**src/rtl/acc_pkg.sv**
```systemverilog
// Shared accelerator definitions for the SRAM read path.
// Holds the owner-state and requester-id enums used by the read arbiter,
// plus the default geometry shared with the loaders and the SRAM wrapper.
package acc_pkg;

  localparam int ACC_ADDR_W    = 16;
  localparam int ACC_DATA_W    = 64;
  localparam int ACC_RD_LAT    = 2;
  localparam int ACC_BURST_MAX = 8;

  // Which requester currently holds the SRAM read port.
  typedef enum logic [1:0] {
    IDLE   = 2'd0,
    OWN_W  = 2'd1,
    OWN_IF = 2'd2
  } owner_e;

  // Requester identity carried alongside each in-flight read.
  typedef enum logic {
    REQ_W  = 1'b0,
    REQ_IF = 1'b1
  } req_id_e;

endpackage

```
**src/rtl/rd_tag_pipe.sv**
```systemverilog
// rd_tag_pipe: DEPTH-deep shift register of {valid, id} tags that tracks
// reads in flight through the SRAM so each response can be steered to the
// requester that issued it.
// Ports:
//   clk, rst     clock, synchronous active-high clear (drops all tags)
//   i_push       a read was issued this cycle
//   i_push_id    requester that owns the issued read
//   o_valid      the tag leaving the last stage is a real read
//   o_id         requester owning that read
module rd_tag_pipe
  import acc_pkg::*;
#(
  parameter int DEPTH = ACC_RD_LAT
) (
  input  logic    clk,
  input  logic    rst,
  input  logic    i_push,
  input  req_id_e i_push_id,
  output logic    o_valid,
  output req_id_e o_id
);

  logic [DEPTH-1:0] r_valid;
  req_id_e          r_id [DEPTH];

  always_ff @(posedge clk) begin
    if (rst) begin
      r_valid <= '0;
      for (int i = 0; i < DEPTH; i++) begin
        r_id[i] <= REQ_W;
      end
    end else begin
      r_valid[0] <= i_push;
      r_id[0]    <= i_push_id;
      for (int i = 1; i < DEPTH; i++) begin
        r_valid[i] <= r_valid[i-1];
        r_id[i]    <= r_id[i-1];
      end
    end
  end

  assign o_valid = r_valid[DEPTH-1];
  assign o_id    = r_id[DEPTH-1];

endmodule

```
**src/rtl/mem_rd_arbiter.sv**
```systemverilog
// mem_rd_arbiter: shares the single SRAM read port between the weight
// loader (W) and the ifmap loader (IF) with burst-limited round-robin, and
// routes each read response back to its issuer RD_LAT cycles later.
// Ports:
//   clk, rst                    clock, synchronous active-high reset
//   w_req/w_addr/w_gnt          weight read request, address, issue strobe
//   w_rvalid/w_rdata            weight read response
//   if_req/if_addr/if_gnt       ifmap read request, address, issue strobe
//   if_rvalid/if_rdata          ifmap read response
//   mem_re/mem_addr/mem_rdata   SRAM read port
//   o_dbg_owner/o_dbg_burst_cnt registered owner state and burst count
//
// Handshake: a requester holds X_req high with a stable X_addr until it sees
// X_gnt high in the same cycle; that cycle the read is issued. X_gnt is
// combinational from the registered owner state and the current requests.
// The arbiter keeps no copy of an ungranted request. X_rvalid pulses for
// exactly one cycle per granted read, RD_LAT cycles after its grant, in
// issue order, and qualifies X_rdata.
module mem_rd_arbiter
  import acc_pkg::*;
#(
  parameter int  ADDR_W    = ACC_ADDR_W,
  parameter int  DATA_W    = ACC_DATA_W,
  parameter int  RD_LAT    = ACC_RD_LAT,
  parameter int  BURST_MAX = ACC_BURST_MAX,
  localparam int CNT_W     = $clog2(BURST_MAX + 1)
) (
  input  logic              clk,
  input  logic              rst,
  input  logic              w_req,
  input  logic [ADDR_W-1:0] w_addr,
  output logic              w_gnt,
  output logic              w_rvalid,
  output logic [DATA_W-1:0] w_rdata,
  input  logic              if_req,
  input  logic [ADDR_W-1:0] if_addr,
  output logic              if_gnt,
  output logic              if_rvalid,
  output logic [DATA_W-1:0] if_rdata,
  output logic              mem_re,
  output logic [ADDR_W-1:0] mem_addr,
  input  logic [DATA_W-1:0] mem_rdata,
  output owner_e            o_dbg_owner,
  output logic [CNT_W-1:0]  o_dbg_burst_cnt
);

  localparam logic [CNT_W-1:0] BURST_LIM = CNT_W'(BURST_MAX);

  owner_e           r_owner,     w_owner_nxt;
  logic [CNT_W-1:0] r_burst_cnt, w_burst_cnt_nxt;
  req_id_e          r_rr_next,   w_rr_next_nxt;

  logic    w_grant_w;
  logic    w_grant_if;
  logic    w_burst_open;
  logic    w_tag_valid;
  req_id_e w_tag_id;

  // The owner may keep going while under its burst limit; at the limit it
  // only continues if the other side is not waiting.
  assign w_burst_open = (r_burst_cnt < BURST_LIM);

  // Grant decision. Gated by rst so nothing is issued while in reset.
  always_comb begin
    w_grant_w  = 1'b0;
    w_grant_if = 1'b0;
    if (!rst) begin
      case (r_owner)
        OWN_W: begin
          if (w_req && (w_burst_open || !if_req)) w_grant_w  = 1'b1;
          else if (if_req)                        w_grant_if = 1'b1;
        end
        OWN_IF: begin
          if (if_req && (w_burst_open || !w_req)) w_grant_if = 1'b1;
          else if (w_req)                         w_grant_w  = 1'b1;
        end
        default: begin
          if (w_req && if_req) begin
            if (r_rr_next == REQ_W) w_grant_w  = 1'b1;
            else                    w_grant_if = 1'b1;
          end else if (w_req) begin
            w_grant_w = 1'b1;
          end else if (if_req) begin
            w_grant_if = 1'b1;
          end
        end
      endcase
    end
  end

  // Owner / burst / round-robin next state.
  always_comb begin
    w_owner_nxt     = IDLE;
    w_burst_cnt_nxt = '0;
    w_rr_next_nxt   = r_rr_next;
    if (w_grant_w) begin
      w_owner_nxt     = OWN_W;
      w_rr_next_nxt   = REQ_IF;
      if (r_owner == OWN_W)
        w_burst_cnt_nxt = (r_burst_cnt == BURST_LIM) ? BURST_LIM : r_burst_cnt + 1'b1;
      else
        w_burst_cnt_nxt = CNT_W'(1);
    end else if (w_grant_if) begin
      w_owner_nxt     = OWN_IF;
      w_rr_next_nxt   = REQ_W;
      if (r_owner == OWN_IF)
        w_burst_cnt_nxt = (r_burst_cnt == BURST_LIM) ? BURST_LIM : r_burst_cnt + 1'b1;
      else
        w_burst_cnt_nxt = CNT_W'(1);
    end
  end

  always_ff @(posedge clk) begin
    if (rst) begin
      r_owner     <= IDLE;
      r_burst_cnt <= '0;
      r_rr_next   <= REQ_W;
    end else begin
      r_owner     <= w_owner_nxt;
      r_burst_cnt <= w_burst_cnt_nxt;
      r_rr_next   <= w_rr_next_nxt;
    end
  end

  assign w_gnt    = w_grant_w;
  assign if_gnt   = w_grant_if;
  assign mem_re   = w_grant_w | w_grant_if;
  assign mem_addr = w_grant_w  ? w_addr  :
                    w_grant_if ? if_addr : '0;

  rd_tag_pipe #(
    .DEPTH(RD_LAT)
  ) u_tag_pipe (
    .clk      (clk),
    .rst      (rst),
    .i_push   (mem_re),
    .i_push_id(w_grant_if ? REQ_IF : REQ_W),
    .o_valid  (w_tag_valid),
    .o_id     (w_tag_id)
  );

  // Masking with rst covers the reset cycle itself, before the synchronous
  // clear has emptied the tag pipe.
  assign w_rvalid  = !rst && w_tag_valid && (w_tag_id == REQ_W);
  assign if_rvalid = !rst && w_tag_valid && (w_tag_id == REQ_IF);
  assign w_rdata   = mem_rdata;
  assign if_rdata  = mem_rdata;

  assign o_dbg_owner     = r_owner;
  assign o_dbg_burst_cnt = r_burst_cnt;

endmodule

```
**config.mk**
```make
export PLATFORM = sky130hd
export DESIGN_NAME = mem_rd_arbiter
export DESIGN_NICKNAME = d
export VERILOG_FILES = /design/src/rtl/acc_pkg.sv /design/src/rtl/rd_tag_pipe.sv /design/src/rtl/mem_rd_arbiter.sv
export SDC_FILE = /design/constraint.sdc
export NUM_CORES = 1
export LEC_CHECK = 0
export CAP_MARGIN = 20
export CORE_AREA = 5 5 97 99
export CTS_CLUSTER_DIAMETER = 150
export DETAILED_ROUTE_END_ITERATION = 8
export DIE_AREA = 0 0 102 104
export HOLD_SLACK_MARGIN = 0.06
export PLACE_DENSITY_LB_ADDON = 0.08
export RECOVER_POWER = 100
export SLEW_MARGIN = 15
export SYNTH_ARGS = -nofsm -noshare
export SYNTH_HDL_FRONTEND = slang
export SYNTH_SLANG_ARGS = --single-unit
```
**constraint.sdc**
```tcl
create_clock -name clk -period 2.35 [get_ports clk]
set_input_delay 0.47 -clock clk [delete_from_list [all_inputs] [get_ports clk]]
set_output_delay 0.47 -clock clk [all_outputs]
set_load 0.01 [all_outputs]
```
== After elaboration in Yosys (flattened, before gate mapping) ==
Memories as Yosys holds them, arrays and structs flattened.
Cells that the tools add are included.
Word-level totals
  flip-flop bits (word level): 9
  bits in writable memories: 2
  input port bits: 100
  output and inout bits: 155
  logic and storage cells: 60
  memories: 1
Operators by class
  $add $sub $neg: 1
  magnitude comparators: 1
  equality and inequality tests: 3
  muxes and demuxes: 32
  bitwise gates (word level): 4
  reductions and logical operators: 13
Memories
  u_tag_pipe.r_id: words 2, width 1, read ports 2, clocked after memory_dff 0, write ports 2, line rd_tag_pipe.sv:24  | req_id_e r_id [DEPTH];
Operator list (count)
  $mux W16: 2
  $mux W1: 22
  $mux W4: 5
  $logic_and A1 B1 Y1: 6
  $add A4 B1 Y4 const B: 1
  $eq A4 B4 Y1 const B: 1
  $lt A4 B4 Y1 const B: 1
  $pmux W1 S2: 2
  $logic_not A1 Y1: 3
  $or A1 B1 Y1: 3
  $eq A2 B1 Y1 const B: 1
  $eq A2 B2 Y1 const B: 1
  $logic_or A1 B1 Y1: 2
  $mux W2: 1
  $reduce_bool A2 Y1: 1
  $reduce_or A2 Y1: 1
  $not A1 Y1: 1

== Logic depth before layout (Yosys ltp) ==
Gate-level depths: netlist of the first run.
  depth after elaboration: 8
  depth in mapped cells: 8
  gate-level depth less buffers: 6

== Modules after synthesis ==
Synthesis of the first run repeated with hierarchy kept, for this count alone.
Unflattened totals
  cell total of the unflattened synthesis: 246
  area total of the unflattened synthesis: 1836.8 sq um
Modules (own cells, without submodules)
  mem_rd_arbiter: times used 1, cells each 238, area an instance 1731.7 sq um, seq. area each 140.1 sq um
  rd_tag_pipe: times used 1, cells each 8, area an instance 105.1 sq um, seq. area each 80.1 sq um

== Worst setup path before layout of the first run ==
No wires, ideal clock.
  path kind: register -> output
  from: reg r_owner[0], in the netlist o_dbg_owner[0]
  to: out mem_re
  data arrival time: 1.852 ns
  data required time: 1.880 ns
  setup slack: 0.028 ns
  cell stages (with the launch flop): 9
  buffers on the path: 2
  path through: dfxtp_1 -> inv_1 -> ha_1 -> buf_2 -> nor4b_2 -> a31oi_4 -> and2_4 -> buf_6 -> or2_1
On the way
  cells in the longest elaborated chain, start to end: 4
  elaborated cells between the ends (all ways): 7
  classes of those cells: eq/ne: 2; mux: 4; bitwise: 1
RTL lines
  from (decl): line mem_rd_arbiter.sv:49  | owner_e r_owner, w_owner_nxt;
  from (signal assigned): line mem_rd_arbiter.sv:119  | r_owner <= w_owner_nxt;
  $eq A2 B2 Y1 / $eq A2 B1 Y1 (equally long branches): line mem_rd_arbiter.sv:68  | case (r_owner)
  $pmux W1 S2: line mem_rd_arbiter.sv:68
  $mux W1: line mem_rd_arbiter.sv:67  | if (!rst) begin
  $or A1 B1 Y1 *: line mem_rd_arbiter.sv:127  | assign mem_re = w_grant_w | w_grant_if;
  to (decl): line mem_rd_arbiter.sv:40  | output logic mem_re,
Every way passes the cells marked *; elsewhere a longest branch is shown, timed or not.

== Worst setup path after layout of the first run ==
  from: reg r_owner[0], in the netlist o_dbg_owner[0]
  to: out mem_addr[7]
On the way
  cells in the longest elaborated chain, start to end: 5
  elaborated cells between the ends (all ways): 8
  classes of those cells: eq/ne: 2; mux: 6
RTL lines
  $eq A2 B2 Y1 / $eq A2 B1 Y1 (equally long branches): line mem_rd_arbiter.sv:68
  $pmux W1 S2: line mem_rd_arbiter.sv:68
  $mux W1: line mem_rd_arbiter.sv:67
  $mux W16: line mem_rd_arbiter.sv:129  | w_grant_if ? if_addr : '0;
  $mux W16 *: line mem_rd_arbiter.sv:128  | assign mem_addr = w_grant_w ? w_addr :
  to (decl): line mem_rd_arbiter.sv:41  | output logic [ADDR_W-1:0] mem_addr,
Marked as above.

==> impl_metrics.toml, run 1 <==
[setup_path]
crit_path_end_kind = "primary output"
r2r-start = "o_dbg_owner[1]$_SDFF_PP0_"
worst-setup-path-type = "reg -> out"
critPathArrivalTime_ns = 2.05
crit_buf_inv = 3
crit_family = "compound AO/OA/AOI/OAI gates"
worstPathRequired_ns = 1.88
cp_slowest_stage_delay_ns = 0.36
cpMaxStageDelayCell = "o311a_1"
crit_start = "o_dbg_owner[0]$_SDFF_PP0_"
start_kind = "flip-flop"
worstPathMaxFanout = 6
cp_cell_sequence = "buf_4 -> ha_4 -> a21boi_4 -> o311a_1 -> and2_4 -> clkbuf_16 -> a32o_1 -> buf_2"

[clock_network]
cts_num_sinks = 11
cts_tree = "yes"
cts_max_path_buffers = 2
clk_latency_ns = 0.24
htree_num_levels = 1
cts_root_buf = "clkbuf_8"
clkTransAtPathRegs_ns = 0.06
cts_buffers = 3

[timing]
slew_viol_final = 0
final.setup_skew_ns = 0.00540
period_share = 1.07
maxSlewHeadroom = 0.778
finalWorstSetupSlack_ns = -0.174
setup_viol = 17
worst_hold_slack_ns = 0.436
finalHoldViolCount = 0
fmaxAchievable_mhz = 396
fin_crit_ns = 2.52
rsz0062_at_grt = "true"
worst-slew-pin-transition_ns = 0.332

[power]
ir_worst_vdd_uv = 237
p_leak_nw = 0.808
pwr_density_cell_nw_per_um2 = 496
total_power_uw = 955

[run_status]
outcome = "finished, violations left"
violations = "negative setup slack"

[synth]
synth_area_leaders = "buf_4 (53%), dfxtp_1 (12%), a32o_1 (8.9%)"
yosysMostFrequentCell = "buf_4"
synth_cells = 213
synth_cell_type_count = 35
synth_top_area_cell = "buf_4"
async_reset_ff_frac = 0
yosys_warnings = 0
synth_common_cells = "buf_4 (128), a32o_1 (16), dfxtp_1 (11), inv_1 (7), buf_6 (5)"
synth.avg_cell_area_sq_um = 8.48
syn_area_sq_um = 1810
ys_ff_latch = 11
yosysSeqAreaShare = 0.122
syn_nets = 317
synth_edf_count = 0
yosysTopAreaCellShare = 0.532
ys.flop_type = "dfxtp_1"

[place]
gp_routability_congestion = 0.685
preCtsSetupSlack_ns = -0.915
place_area_sq_um = 1700
port_buffers = 62
dpl.hpwl_mm = 3.36

[routing]
drt-initial-drc-count = 42
firstDrtPassIters = 4
drtAntennaViolNets = 0
drc_errors = 0
routed_wl_mm = 5.17
route.vias.total = 1168
wl_per_cell_um = 17.9
via_per_inst = 4.04

[final_layout]
area_growth_pct = 6.72
fill_cells = 923
stdcell_area_sq_um = 1930
layout.nets = 286
drive_above_1_share = 0.392
diodes = 0

[job]
drv_cap = 0

[min_path]
min-delay-start = "u_tag_pipe.r_id[0][0]$_SDFF_PP0_"
hp-class = "reg -> reg"

[global_route]
grt_overflow = 0
grt_pass1_wl_mm = 7.65
grt_max_degree = 13
grt_usage = 0.0936
antenna_found_initial = 0
grt_pass1_vias = 1320

[die]
die_h_um = 104
die_x_um = 102
rows = 34
ioPinCount = 255
coreArea_sq_um = 8470
dieArea_sq_um = 10600
start_util = 0.213
flip-flops by register name (all words and copies together) (netlist names):
signal,cells
o_dbg_burst_cnt,4
o_dbg_owner,2
u_tag_pipe.r_id,2
u_tag_pipe.r_valid,2
r_rr_next,1
placed cells by master, fill, tap and decap left out, types with 2 or more instances in the layout:
cell type / n
clkdlybuf4s50_1: 35
buf_4: 25
a32o_1: 16
buf_2: 16
dfxtp_1: 9
inv_1: 6
dlygate4sd3_1: 5
nand3_1: 4
dlygate4sd2_1: 4
buf_6: 4
and3_4: 3
a21oi_1: 3
clkbuf_8: 3
and3b_1: 2
or2_1: 2
and3_1: 2
nor3b_1: 2
o21ai_0: 2
nor2b_1: 2
and2_1: 2
ha_4: 2
ha_1: 2
clkbuf_1: 2
buf_8: 2
buf_12: 2
kinds of logic (layout without fill, tap and decap cells):
logic type,Yosys count,count (layout),synth area share
buffers and inverters,141,107,0.580
AO/OA/AOI/OAI,32,32,0.170
AND/OR/NAND/NOR,24,26,0.0949
flip-flops,11,11,0.122
adder cells (fa/ha/maj),4,4,0.0277
XOR/XNOR,1,1,0.00485
report_power, final:
part / internal [mW] / switching, mW / total, mW
clock network: 0.120 / 0.0774 / 0.197
registers: 0.206 / 0.0128 / 0.219
logic: 0.320 / 0.220 / 0.540
total: 0.645 / 0.310 / 0.955
path summary, 6_finish.rpt:
check	cells after the start	endpoint	slack [ns]
worst max-delay path	8	mem_addr[7]	-0.17
worst min register to register	1	u_tag_pipe.r_id[0][1]$_SDFF_PP0_	0.44
worst min-delay path	1	u_tag_pipe.r_id[0][1]$_SDFF_PP0_	0.44
worst max register to register	9	o_dbg_owner[1]$_SDFF_PP0_	0.44
metrics by stage:
step,utilization,setup TNS [ns],std cells
floorplan,-,0,213
CTS,0.227,-3.97,289
global placement,0.200,-14.83,268
global route,0.228,-4.32,289
finish,0.228,-2.61,289
detailed placement,0.200,-16.18,268
what timing repair did:
item,4_1_cts,5_1_grt
setup endpoints to repair,20,18
cloned,4,1
hold buffers,0,0
pin swaps,24,8
buffers inserted,14,1
gates resized for setup,88,13
routing by layer:
| metal | global-route usage | share of wire | vias to the layer above | wire length (um) |
|---|---|---|---|---|
| met2 | 0.146 | 0.46 | 65 | 2360 |
| met4 | 0.0562 | 0.053 | 0 | 272 |
| met3 | 0.0436 | 0.13 | 53 | 675 |
| met5 | 0 | 0 | - | 0 |
| li1 | - | - | 536 | - |
| met1 | 0.101 | 0.36 | 514 | 1870 |
area by class of cell:
type                    instances  area (sq um)  area share
inverters                       7          26.3      0.0136
well taps                     108           135      0.0701
clock buffers                   4          45.0      0.0234
repair buffers                 96           875       0.454
multi-input cells              63           622       0.323
flip-flops and latches         11           225       0.117
No activity file was read; power rests on OpenSTA's default activity.
==> inputs of run 2 (changes only) <==
--- a/config.mk
+++ b/config.mk
@@ -13,6 +13,7 @@
 export HOLD_SLACK_MARGIN = 0.06
 export PLACE_DENSITY_LB_ADDON = 0.08
 export RECOVER_POWER = 100
+export REMOVE_ABC_BUFFERS = 1
 export SLEW_MARGIN = 15
 export SYNTH_ARGS = -nofsm -noshare
 export SYNTH_HDL_FRONTEND = slang
==> run 2 against run 1 <==
Compared with the run above: the run still ends with negative setup slack left; register-to-register slack got worse by 0.18 ns; non-clock buffer count grew 1; total power increased by 2.9%; global-route usage rose by 18 points; count of clock-buffer cells in the layout did not move; wire length rose to 2.9 times the previous value; hold slack gained 0.012 ns; sequential cell count did not move; via count grew 30%; clock power hardly changed; critical path depth is the same.
==> impl_metrics.toml, run 2 (synthesis results as in run 1) <==
[timing]
fin_crit_ns = 2.47
fmaxAchievable_mhz = 406
setup_viol = 17
finalHoldViolCount = 0
worst_hold_slack_ns = 0.448
final.setup_skew_ns = 0.00646
rsz0062_at_grt = "true"
finalWorstSetupSlack_ns = -0.115
period_share = 1.05
slew_viol_final = 0
maxSlewHeadroom = 0.689
worst-slew-pin-transition_ns = 0.466

[final_layout]
mostFrequentLayoutCells = "clkdlybuf4s50_1 (33), buf_4 (29), a32o_1 (15), buf_2 (14), dfxtp_1 (9)"
layout.nets = 293
area_growth_pct = 10.8
drive_above_1_share = 0.441
diodes = 0
largest_reg_flops = 4
final_common_cell = "clkdlybuf4s50_1"

[routing]
firstDrtPassIters = 4
via_per_inst = 5.13
drt-initial-drc-count = 54
drc_errors = 0
drtAntennaViolNets = 0
route.vias.total = 1519
routed_wl_mm = 15.2
wl_per_cell_um = 51.3

[power]
ir_worst_vdd_uv = 121
p_seq_frac = 0.226
clock_power_share = 0.200
switching_share = 0.342
pwr_density_cell_nw_per_um2 = 491
combPwrFrac = 0.574
intPower_uw = 647
p_leak_nw = 0.822
total_power_uw = 983
p_sw_uw = 337

[run_status]
violations = "negative setup slack"
outcome = "finished, violations left"

[global_route]
antenna_found_initial = 1
grt_pass1_vias = 1664
grt_max_degree = 9
grt_overflow = 0
grt_pass1_wl_mm = 18.6
grt_usage = 0.274

[min_path]
hp-class = "reg -> reg"

[die]
dieArea_sq_um = 10600
rows = 34
ioPinCount = 255
die_x_um = 102
coreArea_sq_um = 8470
die_h_um = 104
start_util = 0.213

[job]
drv_cap = 0

[place]
dpl.hpwl_mm = 12.2
gp_routability_congestion = 0.901
port_buffers = 62

[clock_network]
clk_latency_ns = 0.24
htree_num_levels = 1
cts_buffers = 3
ctsHoldBuffers = 0
cts_root_buf = "clkbuf_8"
cts_max_path_buffers = 2
cts_num_sinks = 11
cts_tree = "yes"
clkTransAtPathRegs_ns = 0.06

[setup_path]
crit_path_end_kind = "primary output"
worst-setup-path-type = "reg -> out"
start_kind = "flip-flop"
critPathArrivalTime_ns = 2.00
worstPathMaxFanout = 8
worstPathRequired_ns = 1.88
## run 2: changes by cell type in the layout (fill, tap and decap cells not counted), moves of 2 or more
cell	delta
buf_8	-2
buf_4	+4
dlygate4sd2_1	-2
buf_6	+2
buf_2	-2
inv_2	+2
clkdlybuf4s50_1	-2
and2_4	+3
clkbuf_1	+3
o311ai_4	+2
inv_1	-2
## run 2: what timing repair did
action | CTS | global route
hold endpoints to repair | 0 | 0
gates resized for setup | 106 | 9
setup endpoints to repair | 19 | 21
buffers inserted | 9 | 4
pin swaps | 27 | 15
cloned | 8 | 0
## run 2: final timing paths
kind / startpoint / to / slack, ns / cells after the start
worst max register to register: o_dbg_owner[0]$_SDFF_PP0_ / u_tag_pipe.r_valid[0]$_SDFF_PP0_ / 0.26 / 10
worst min register to register: u_tag_pipe.r_valid[0]$_SDFF_PP0_ / u_tag_pipe.r_valid[1]$_SDFF_PP0_ / 0.45 / 1
worst min-delay path: u_tag_pipe.r_valid[0]$_SDFF_PP0_ / u_tag_pipe.r_valid[1]$_SDFF_PP0_ / 0.45 / 1
worst max-delay path: o_dbg_owner[0]$_SDFF_PP0_ / mem_re / -0.12 / 8
## run 2: routing by layer
layer  routed length, um  global-route usage  up-vias
li1                    -                   -      559
met1                3450               0.182      666
met2                6400               0.404      245
met3                4090               0.340       39
met4                1040               0.156       10
met5                 194               0.164        -
## run 2: area by class of cell
type | instances | area (sq um)
multi-input cells | 69 | 744
flip-flops and latches | 11 | 228
clock buffers | 4 | 45.0
inverters | 7 | 26.3
fillers | 911 | 6460
repair buffers | 97 | 823
well taps | 108 | 135
## run 2: critical path: stages (launching register included)
cell,delay [ns]
dfxtp_4,0.37
inv_2,0.05
ha_4,0.24
nor4b_4,0.33
a31oi_4,0.06
buf_12,0.15
and2_4,0.18
or2_1,0.24
buf_6,0.13
## run 2: power by group through the flow
stage / clock (mW) / combinational [mW] / sequential (mW)
3_5_place_dp: 0 / 0.421 / 0.223
6_report: 0.196 / 0.565 / 0.223
4_1_cts: 0.202 / 0.551 / 0.223
5_1_grt: 0.214 / 0.608 / 0.226
2_1_floorplan: 0 / 0.169 / 0.224
3_3_place_gp: 0 / 0.428 / 0.223
## run 2: stage by stage
stage          cells  setup TNS, ns  setup WS [ns]  utilization  area, sq um
6_report         296          -1.46         -0.115        0.236         2000
5_1_grt          296          -2.93         -0.193        0.236         2000
3_3_place_gp     272         -13.06         -0.737        0.202         1710
3_5_place_dp     272         -13.06         -0.734        0.202         1710
4_1_cts          293          -2.13         -0.144        0.234         1980
2_1_floorplan     79              0         0.0865            -          785
==> inputs of run 3 (changes only) <==
--- a/config.mk
+++ b/config.mk
@@ -5,7 +5,6 @@
 export SDC_FILE = /design/constraint.sdc
 export NUM_CORES = 1
 export LEC_CHECK = 0
-export CAP_MARGIN = 20
 export CORE_AREA = 5 5 97 99
 export CTS_CLUSTER_DIAMETER = 150
 export DETAILED_ROUTE_END_ITERATION = 8
==> results of run 3 <==
No change in the layout: final DEF, timing and power equal those of run 2.
